$ cat config.mk
export PLATFORM = sky130hd
export DESIGN_NAME = instruction_fetch
export DESIGN_NICKNAME = d
export VERILOG_FILES = /design/src/rtl/instruction_fetch.sv
export SDC_FILE = /design/constraint.sdc
export NUM_CORES = 1
export LEC_CHECK = 0
export CORE_MARGIN = 10
export CORE_UTILIZATION = 40
export CTS_CLUSTER_SIZE = 10
export DETAILED_ROUTE_END_ITERATION = 10
export PLACE_DENSITY = 0.72
export SYNTH_ARGS = -nofsm -noshare
export SYNTH_HDL_FRONTEND = slang
export SYNTH_SLANG_ARGS = --single-unit
$ cat constraint.sdc
create_clock -name clk -period 4.6 [get_ports clk]
set_clock_uncertainty 0.15 [all_clocks]
set_input_delay 0.69 -clock clk [delete_from_list [all_inputs] [get_ports clk]]
set_output_delay 0.69 -clock clk [all_outputs]
set_load 0.1 [all_outputs]
$ cat src/rtl/instruction_fetch.sv
// instruction_fetch: fetch stage of the 16-bit core.
// Owns the PC, addresses the combinational instruction ROM and registers the
// returned word into a single fetch slot that decode consumes.
//
// Handshake: the slot is offered to decode while if_valid is 1; a transfer
// happens on a rising edge where if_valid and id_ready are both 1. While
// if_valid is 1 and id_ready is 0, if_instr and if_pc hold stable. The slot
// may be refilled on the same edge it transfers (free = !if_valid || id_ready).
module instruction_fetch #(
    parameter int              W           = 16,
    parameter int              DEPTH       = 16,
    parameter logic [W-1:0]    RESET_PC    = '0,
    parameter logic [W-1:0]    HALT_OPCODE = '1
) (
    input  logic         clk,
    input  logic         rst_n,
    input  logic         start,
    output logic [W-1:0] pc,
    input  logic [W-1:0] instruction,
    input  logic         redirect_valid,
    input  logic [W-1:0] redirect_pc,
    output logic         if_valid,
    output logic [W-1:0] if_instr,
    output logic [W-1:0] if_pc,
    input  logic         id_ready,
    output logic         halted,
    output logic         fault,
    output logic [W-1:0] fetch_count
);

    typedef enum logic [1:0] {
        S_IDLE = 2'd0,
        S_RUN  = 2'd1,
        S_HALT = 2'd2
    } state_t;

    // First PC value that lies outside the ROM.
    localparam logic [W-1:0] PC_LIMIT  = W'(DEPTH);
    localparam logic [W-1:0] COUNT_MAX = '1;

    state_t       state_q, state_d;
    logic [W-1:0] pc_q, pc_d;
    logic         if_valid_q, if_valid_d;
    logic [W-1:0] if_instr_q, if_instr_d;
    logic [W-1:0] if_pc_q, if_pc_d;
    logic         fault_q, fault_d;
    logic [W-1:0] fetch_count_q, fetch_count_d;

    logic         slot_free;
    logic         slot_xfer;
    logic         pc_out_of_range;
    logic [W-1:0] fetch_count_inc;

    assign slot_free       = !if_valid_q || id_ready;
    assign slot_xfer       = if_valid_q && id_ready;
    assign pc_out_of_range = (pc_q >= PC_LIMIT);
    // Saturating increment: the counter sticks at all-ones.
    assign fetch_count_inc = (fetch_count_q == COUNT_MAX) ? fetch_count_q
                                                          : fetch_count_q + 1'b1;

    // Next-state and datapath decisions; everything holds unless a rule fires.
    always_comb begin
        state_d       = state_q;
        pc_d          = pc_q;
        if_valid_d    = if_valid_q;
        if_instr_d    = if_instr_q;
        if_pc_d       = if_pc_q;
        fault_d       = fault_q;
        fetch_count_d = fetch_count_q;

        case (state_q)
            S_IDLE: begin
                // redirect_valid has no meaning before fetch has started.
                if (start) begin
                    state_d    = S_RUN;
                    pc_d       = RESET_PC;
                    fault_d    = 1'b0;
                    if_valid_d = 1'b0;
                end else if (slot_xfer) begin
                    if_valid_d = 1'b0;
                end
            end

            S_RUN: begin
                // start is ignored while running.
                if (redirect_valid) begin
                    // Flush regardless of id_ready; the wrong-path word is dropped.
                    pc_d       = redirect_pc;
                    if_valid_d = 1'b0;
                end else if (pc_out_of_range) begin
                    // Stop without touching the ROM; a pending slot may still drain.
                    fault_d = 1'b1;
                    state_d = S_HALT;
                    if (slot_xfer) begin
                        if_valid_d = 1'b0;
                    end
                end else if (slot_free) begin
                    if_instr_d    = instruction;
                    if_pc_d       = pc_q;
                    if_valid_d    = 1'b1;
                    fetch_count_d = fetch_count_inc;
                    if (instruction == HALT_OPCODE) begin
                        // The halt word is delivered; pc stays on it.
                        state_d = S_HALT;
                    end else begin
                        pc_d = pc_q + 1'b1;
                    end
                end
            end

            S_HALT: begin
                // redirect_valid is ignored; only start resumes fetching.
                if (start) begin
                    state_d    = S_RUN;
                    pc_d       = RESET_PC;
                    fault_d    = 1'b0;
                    if_valid_d = 1'b0;
                end else if (slot_xfer) begin
                    if_valid_d = 1'b0;
                end
            end

            default: begin
                state_d = S_IDLE;
            end
        endcase
    end

    // State and datapath registers, cleared immediately by the async reset.
    always_ff @(posedge clk or negedge rst_n) begin
        if (!rst_n) begin
            state_q       <= S_IDLE;
            pc_q          <= RESET_PC;
            if_valid_q    <= 1'b0;
            if_instr_q    <= '0;
            if_pc_q       <= '0;
            fault_q       <= 1'b0;
            fetch_count_q <= '0;
        end else begin
            state_q       <= state_d;
            pc_q          <= pc_d;
            if_valid_q    <= if_valid_d;
            if_instr_q    <= if_instr_d;
            if_pc_q       <= if_pc_d;
            fault_q       <= fault_d;
            fetch_count_q <= fetch_count_d;
        end
    end

    assign pc          = pc_q;
    assign if_valid    = if_valid_q;
    assign if_instr    = if_instr_q;
    assign if_pc       = if_pc_q;
    assign halted      = (state_q == S_HALT);
    assign fault       = fault_q;
    assign fetch_count = fetch_count_q;

endmodule

==> results.py <==
metrics = {
    "clock_network": {
        "numCtsBuffers": 9,
        "cts_tree": "yes",
        "numClockSinks": 68,
        "post_cts_resized": 0,
        "clk_latency_ns": 0.34,
        "postCtsSetupBuffers": 0,
        "cts_buffer_depth": 2,
        "clk_pin_slew_ns": 0.08,
        "htreeDepth": 3,
        "holdBufCountCts": 0,
        "clockRootBuffer": "clkbuf_8",
    },
    "status": {
        "outcome": "completed",
    },
    "global_routing": {
        "grt_max_degree": 50,
        "grt_remaining_overflow": 0,
        "antenna_found_initial": 0,
        "grt_pass1_wl_mm": 14.02,
        "grt_pass1_vias": 2704,
        "grt_usage": 0.1372,
    },
    "routing": {
        "viasPerCell": 5.279,
        "drt_wl_total_mm": 8.684,
        "drc": 0,
        "firstDrtPassIters": 4,
        "via_count": 2671,
        "wl_per_cell_um": 17.16,
        "drtAntennaViolNets": 0,
        "drt-initial-drc-count": 123,
    },
    "sta": {
        "slew_headroom": 0.2861,
        "setup_tns_ns": 0,
        "min_period_over_period": 0.6730,
        "rsz0062_at_grt": "false",
        "slew_violations": 0,
        "layout_min_cycle_time_ns": 3.096,
        "setup_viol": 0,
        "fmax_mhz": 323.0,
        "hold_viol_final": 0,
        "worst_pin_slew_ns": 1.071,
    },
    "die": {
        "die_height_um": 110.5,
        "start_util": 0.4173,
        "die_area_um2": 12200,
        "core_um2": 7848,
        "die_x_um": 110.5,
        "io_pins": 104,
        "rows": 32,
    },
    "placed_design": {
        "placed_area_um2": 4413,
        "place_hpwl_mm": 6.558,
        "port_buffers": 103,
        "gp_congestion": 0.8218,
    },
    "power": {
        "vdd_drop_max_uv": 547.6,
        "cellLeakagePower_uw": 0.001996,
        "p_per_area_nw_per_um2": 717.2,
    },
    "critical_path": {
        "reg2reg_slack_ns": 2.22,
        "cp_max_fo": 12,
        "critPathArrivalTime_ns": 2.26,
        "worst-setup-path-type": "reg2out",
        "worstPathRequired_ns": 3.76,
        "cp-start-kind": "register",
        "endpoint_kind": "primary output",
    },
    "cells_and_area": {
        "final_nets": 439,
        "drive_gt1_frac": 0.1411,
        "syn_to_final_growth_pct": 40.20,
        "design_area_um2": 4591,
        "antenna_cells": 0,
    },
    "logic_synthesis": {
        "yosys_register_bits": 68,
        "postSynthCellCount": 291,
        "yosysWarnings": 0,
        "synthTopCellsByArea": "dfrtp_1 52%, mux2_2 7.6%, nand2_1 3.7%",
        "synthArstFlopShare": 1.000,
        "yosysSeqAreaShare": 0.5197,
        "synth_top_area_frac": 0.5197,
        "synth_area_leader_cell": "dfrtp_1",
        "synth.net_count": 331,
        "synth_cell_types": 45,
        "synth_area_per_cell_um2": 11.25,
        "synth-main-ff-cell": "dfrtp_1",
        "synth_edf_count": 0,
        "syn_area_um2": 3274,
    },
    "run": {
        "maxCapViolations": 0,
    },
    "hold_path": {
        "min_path_type": "reg2reg",
    },
}
==> through the flow <==
| step | utilization | hold WS, ns | setup slack, ns | std cells | total power, uW |
|---|---|---|---|---|---|
| after floorplan | - | 0.2444 | 1.836 | 291 | 2379 |
| after global placement | 0.5623 | 0.3216 | 1.552 | 490 | 2851 |
| after detailed placement | 0.5623 | 0.3264 | 1.423 | 490 | 2874 |
| after CTS | 0.5850 | 0.3440 | 1.479 | 506 | 3321 |
| after global routing | 0.5850 | 0.3540 | 1.436 | 506 | 3419 |
| final | 0.5850 | 0.3424 | 1.504 | 506 | 3292 |
==> registers in the layout, indices dropped and copies added (netlist names) <==
signal / count
fetch_count: 16
if_instr: 16
if_pc: 16
pc: 16
state_q: 2
fault: 1
if_valid: 1
==> metal layers <==
layer  vias to the layer above  track usage  part of all wire
li1                       1278            -                 -
met1                      1287       0.1683              0.44
met2                        94       0.2195              0.48
met3                        12      0.04052             0.069
met4                         0      0.05613             0.013
met5                         -            0                 0
==> final cells by class <==
class,instances,area [um^2]
Fill cell,702,3257
Sequential cell,68,1702
Multi-Input combinational cell,203,1494
Timing Repair Buffer,106,1049
Clock buffer,10,137.6
Tap cell,102,127.6
Inverter,11,41.29
Clock inverter,6,40.04
==> synthesized netlist by cell type (all sizes together), types with 2 or more instances <==
cell / count
o2bb2ai: 2
a21oi: 7
nor2b: 3
nand3b: 2
buf: 3
mux2i: 2
nor3: 8
o31ai: 3
nor4: 7
and2: 13
and3: 4
xnor2: 5
a22o: 10
nand2b: 4
mux2: 23
dfrtp: 68
o21ai: 7
nand2: 33
xor2: 8
ha: 3
clkbuf: 6
nor2: 13
a32o: 2
o211ai: 2
o21a: 2
o41ai: 6
nand4: 11
nand3: 12
inv: 11
==> power by group <==
part	internal [uW]	switching [uW]	total, uW	leakage [uW]
clock network	209	232	441	0.0000920
registers	753	179	933	0.000895
logic	492	1430	1920	0.00101
total	1450	1840	3290	0.00200
==> final timing paths <==
check | from | end | cells past startpoint
max | state_q[0] | halted | 2
min | if_pc[14] | if_pc[14] | 1
max reg2reg | state_q[0] | fetch_count[15] | 6
min reg2reg | if_pc[14] | if_pc[14] | 1
max in group asynchronous | rst_n | fetch_count[8] | 2
min in group asynchronous | rst_n | if_pc[7] | 1
==> layout by cell type (no fill, tap or decap), types with 4 or more instances in the layout <==
cell             instances
dfrtp_1                 68
nand2_1                 32
inv_1                   11
a21oi_1                  7
and2_1                  13
nand3_1                 10
xnor2_1                  5
o41ai_1                  6
clkdlybuf4s50_1        102
nand4_1                 11
nor2_1                  13
and3_1                   4
clkbuf_8                10
mux2_2                  22
nor3_1                   5
o21ai_0                  7
nor4_4                   5
a22o_1                  10
xor2_1                   8
nand2b_1                 4
==> worst max-delay path, cell delays in order, from the launching register on <==
cell and delay (ns):
dfrtp_1 0.51, nor2b_1 0.21, clkdlybuf4s50_1 1.19
==> cell families (layout without fill, tap and decap cells) <==
family	count (synthesis)	after routing	share of synthesized area
AO/OA/AOI/OAI	45	45	0.1074
XOR/XNOR	13	13	0.03477
adder cells (fa/ha/maj)	3	3	0.01146
buffers and inverters	20	133	0.02407
flip-flops	68	68	0.5197
multiplexers	25	25	0.08521
AND/OR/NAND/NOR	117	117	0.2174
Note: power is estimated with default switching activity, not from simulation.
==> variant, RTL diff (same settings) <==
Set the parameter `W` to 12 (it was 16).
--- a/src/rtl/instruction_fetch.sv
+++ b/src/rtl/instruction_fetch.sv
@@ -9,3 +9,3 @@
 module instruction_fetch #(
-    parameter int              W           = 16,
+    parameter int              W           = 12,
     parameter int              DEPTH       = 16,
Interface: changed (6 resized); port bits go from 104 to 80. No check against the original RTL was run, so the function may have changed too.
==> variant against the unedited design <==
Worst setup slack worse by 60 ps. Area after synthesis down 26%. Sequential share of layout area up 1.3 points. Wire length down 31%. Design area down 26%. Sequential cell count down 16. Highest routed layer unchanged.
Power is not shown: default switching activity piles up to over one toggle a cycle in this logic, so the estimate is an artifact.
==> variant: results (changes against the unedited design) <==
- sky130_fd_sc_hd__dfrtp_1 (54%), sky130_fd_sc_hd__mux2_2 (7.5%), sky130_fd_sc_hd__xnor2_1 (4.7%) — Synth area leaders
- 5 — CTS buffer count, -4
- 0.188 — GR Layer Usage met2, -0.0314
- 1300 um^2 — sequential cell area, -24%
- 2320 ps — data arrival time at the worst-slack endpoint, +60 ps
- 0 — count of antenna diodes in the layout, unchanged
- 3390 um^2 — post-route standard cell area excluding fillers, -26%
- 81 — total of plain and repair buffers excluding clock buffers, -24%
- 996 ps — transition time of the tightest slew-check pin, -74.5 ps
- 515 — number of fillers in the final layout, -27%
- 0.0358 — clock buffer and inverter area fraction after layout, -0.00294
- sky130_fd_sc_hd__dfrtp_1 (52), sky130_fd_sc_hd__nand2_1 (27), sky130_fd_sc_hd__o21ai_0 (18) — top cells by count, synth
- 52 — number of storage elements in the synthesis netlist, -24%
- 2008 — number of global-route vias before repair, -26%
- 1170 ps — delay of the slowest cell on the worst path, -20 ps
- 5.16 — via-per-instance ratio, -2.3%
- 79 — count of buffers inserted at the top-level ports, -23%
- 0.0441 — fraction of met3 tracks used by global routing, +0.00358
- 224 — post-synthesis cell count, -23%
- 0.160 — GR Layer Usage met1, -0.00858
- 300 ps — clock latency on the worst-skew pair, -40 ps
- 158 — multi-input combinational cell count, -22%
- 0.790 — routability cong., -3.8%
- 0.124 — global-route usage over all layers, -0.0135
- 2 — CTS H-tree lvls, -1
- 3270 um^2 — Cell Area, Placed, -26%
- 1210 ps — Post-Place Setup Slack, -212 ps
- in2async — Tightest Hold Check Type
- 256 — net count after synthesis, -23%
- finished, final reports clean — status
- 4450 um — Post-DP HPWL, -32%
- 92 — First DRT Iteration DRCs, -25%
- 17 — CP max FO, +5
- 451 um — met3 layer wire length in the routed design, -24%
- 10100 um — global-route wire length before repair, -28%
- 15.8 um — routed wirelength normalized by instance count, -8.0%
- 1060 um^2 — area of combinational cells with multiple inputs, -29%
- 2670 um — detailed route wirelength on metal2, -36%
- 0.236 — share of final layout cell area taken by non-clock buffers, +0.00759
- 0.539 — sequential fraction of the synthesis area, +0.0189
- 38 — number of library cell types mapped by synthesis, -16%
- 335 — final layout net count, -24%
- 0.0954 — fraction of layout cells with a size suffix above 1, -0.0457
- 371 — placed cells, -24%
- 6 — clock buffer instance count of the final layout, -4
- 5 — invs w/o clock, -6
-- variant: final timing paths --
kind / from / endpoint / slack [ps] / depth (start not counted)
max in group asynchronous: rst_n / fetch_count[0]$_DFFE_PN0P_ / 3530 / 2
min reg2reg: if_pc[4]$_DFFE_PN0P_ / if_pc[4]$_DFFE_PN0P_ / 340 / 1
min: rst_n / if_pc[11]$_DFFE_PN0P_ / 330 / 2
max: state_q[0]$_DFFE_PN0P_ / halted / 1440 / 2
min in group clk: if_pc[4]$_DFFE_PN0P_ / if_pc[4]$_DFFE_PN0P_ / 340 / 1
max reg2reg: state_q[0]$_DFFE_PN0P_ / fetch_count[10]$_DFFE_PN0P_ / 1950 / 6
-- variant: logic make-up after synthesis --
group	count (synthesis)	synth area share
AO/OA/AOI/OAI	41	0.113
XOR/XNOR	17	0.0616
adder cells (fa/ha/maj)	3	0.0155
buffers and inverters	14	0.0238
flip-flops	52	0.539
multiplexers	16	0.0746
AND/OR/NAND/NOR	81	0.173
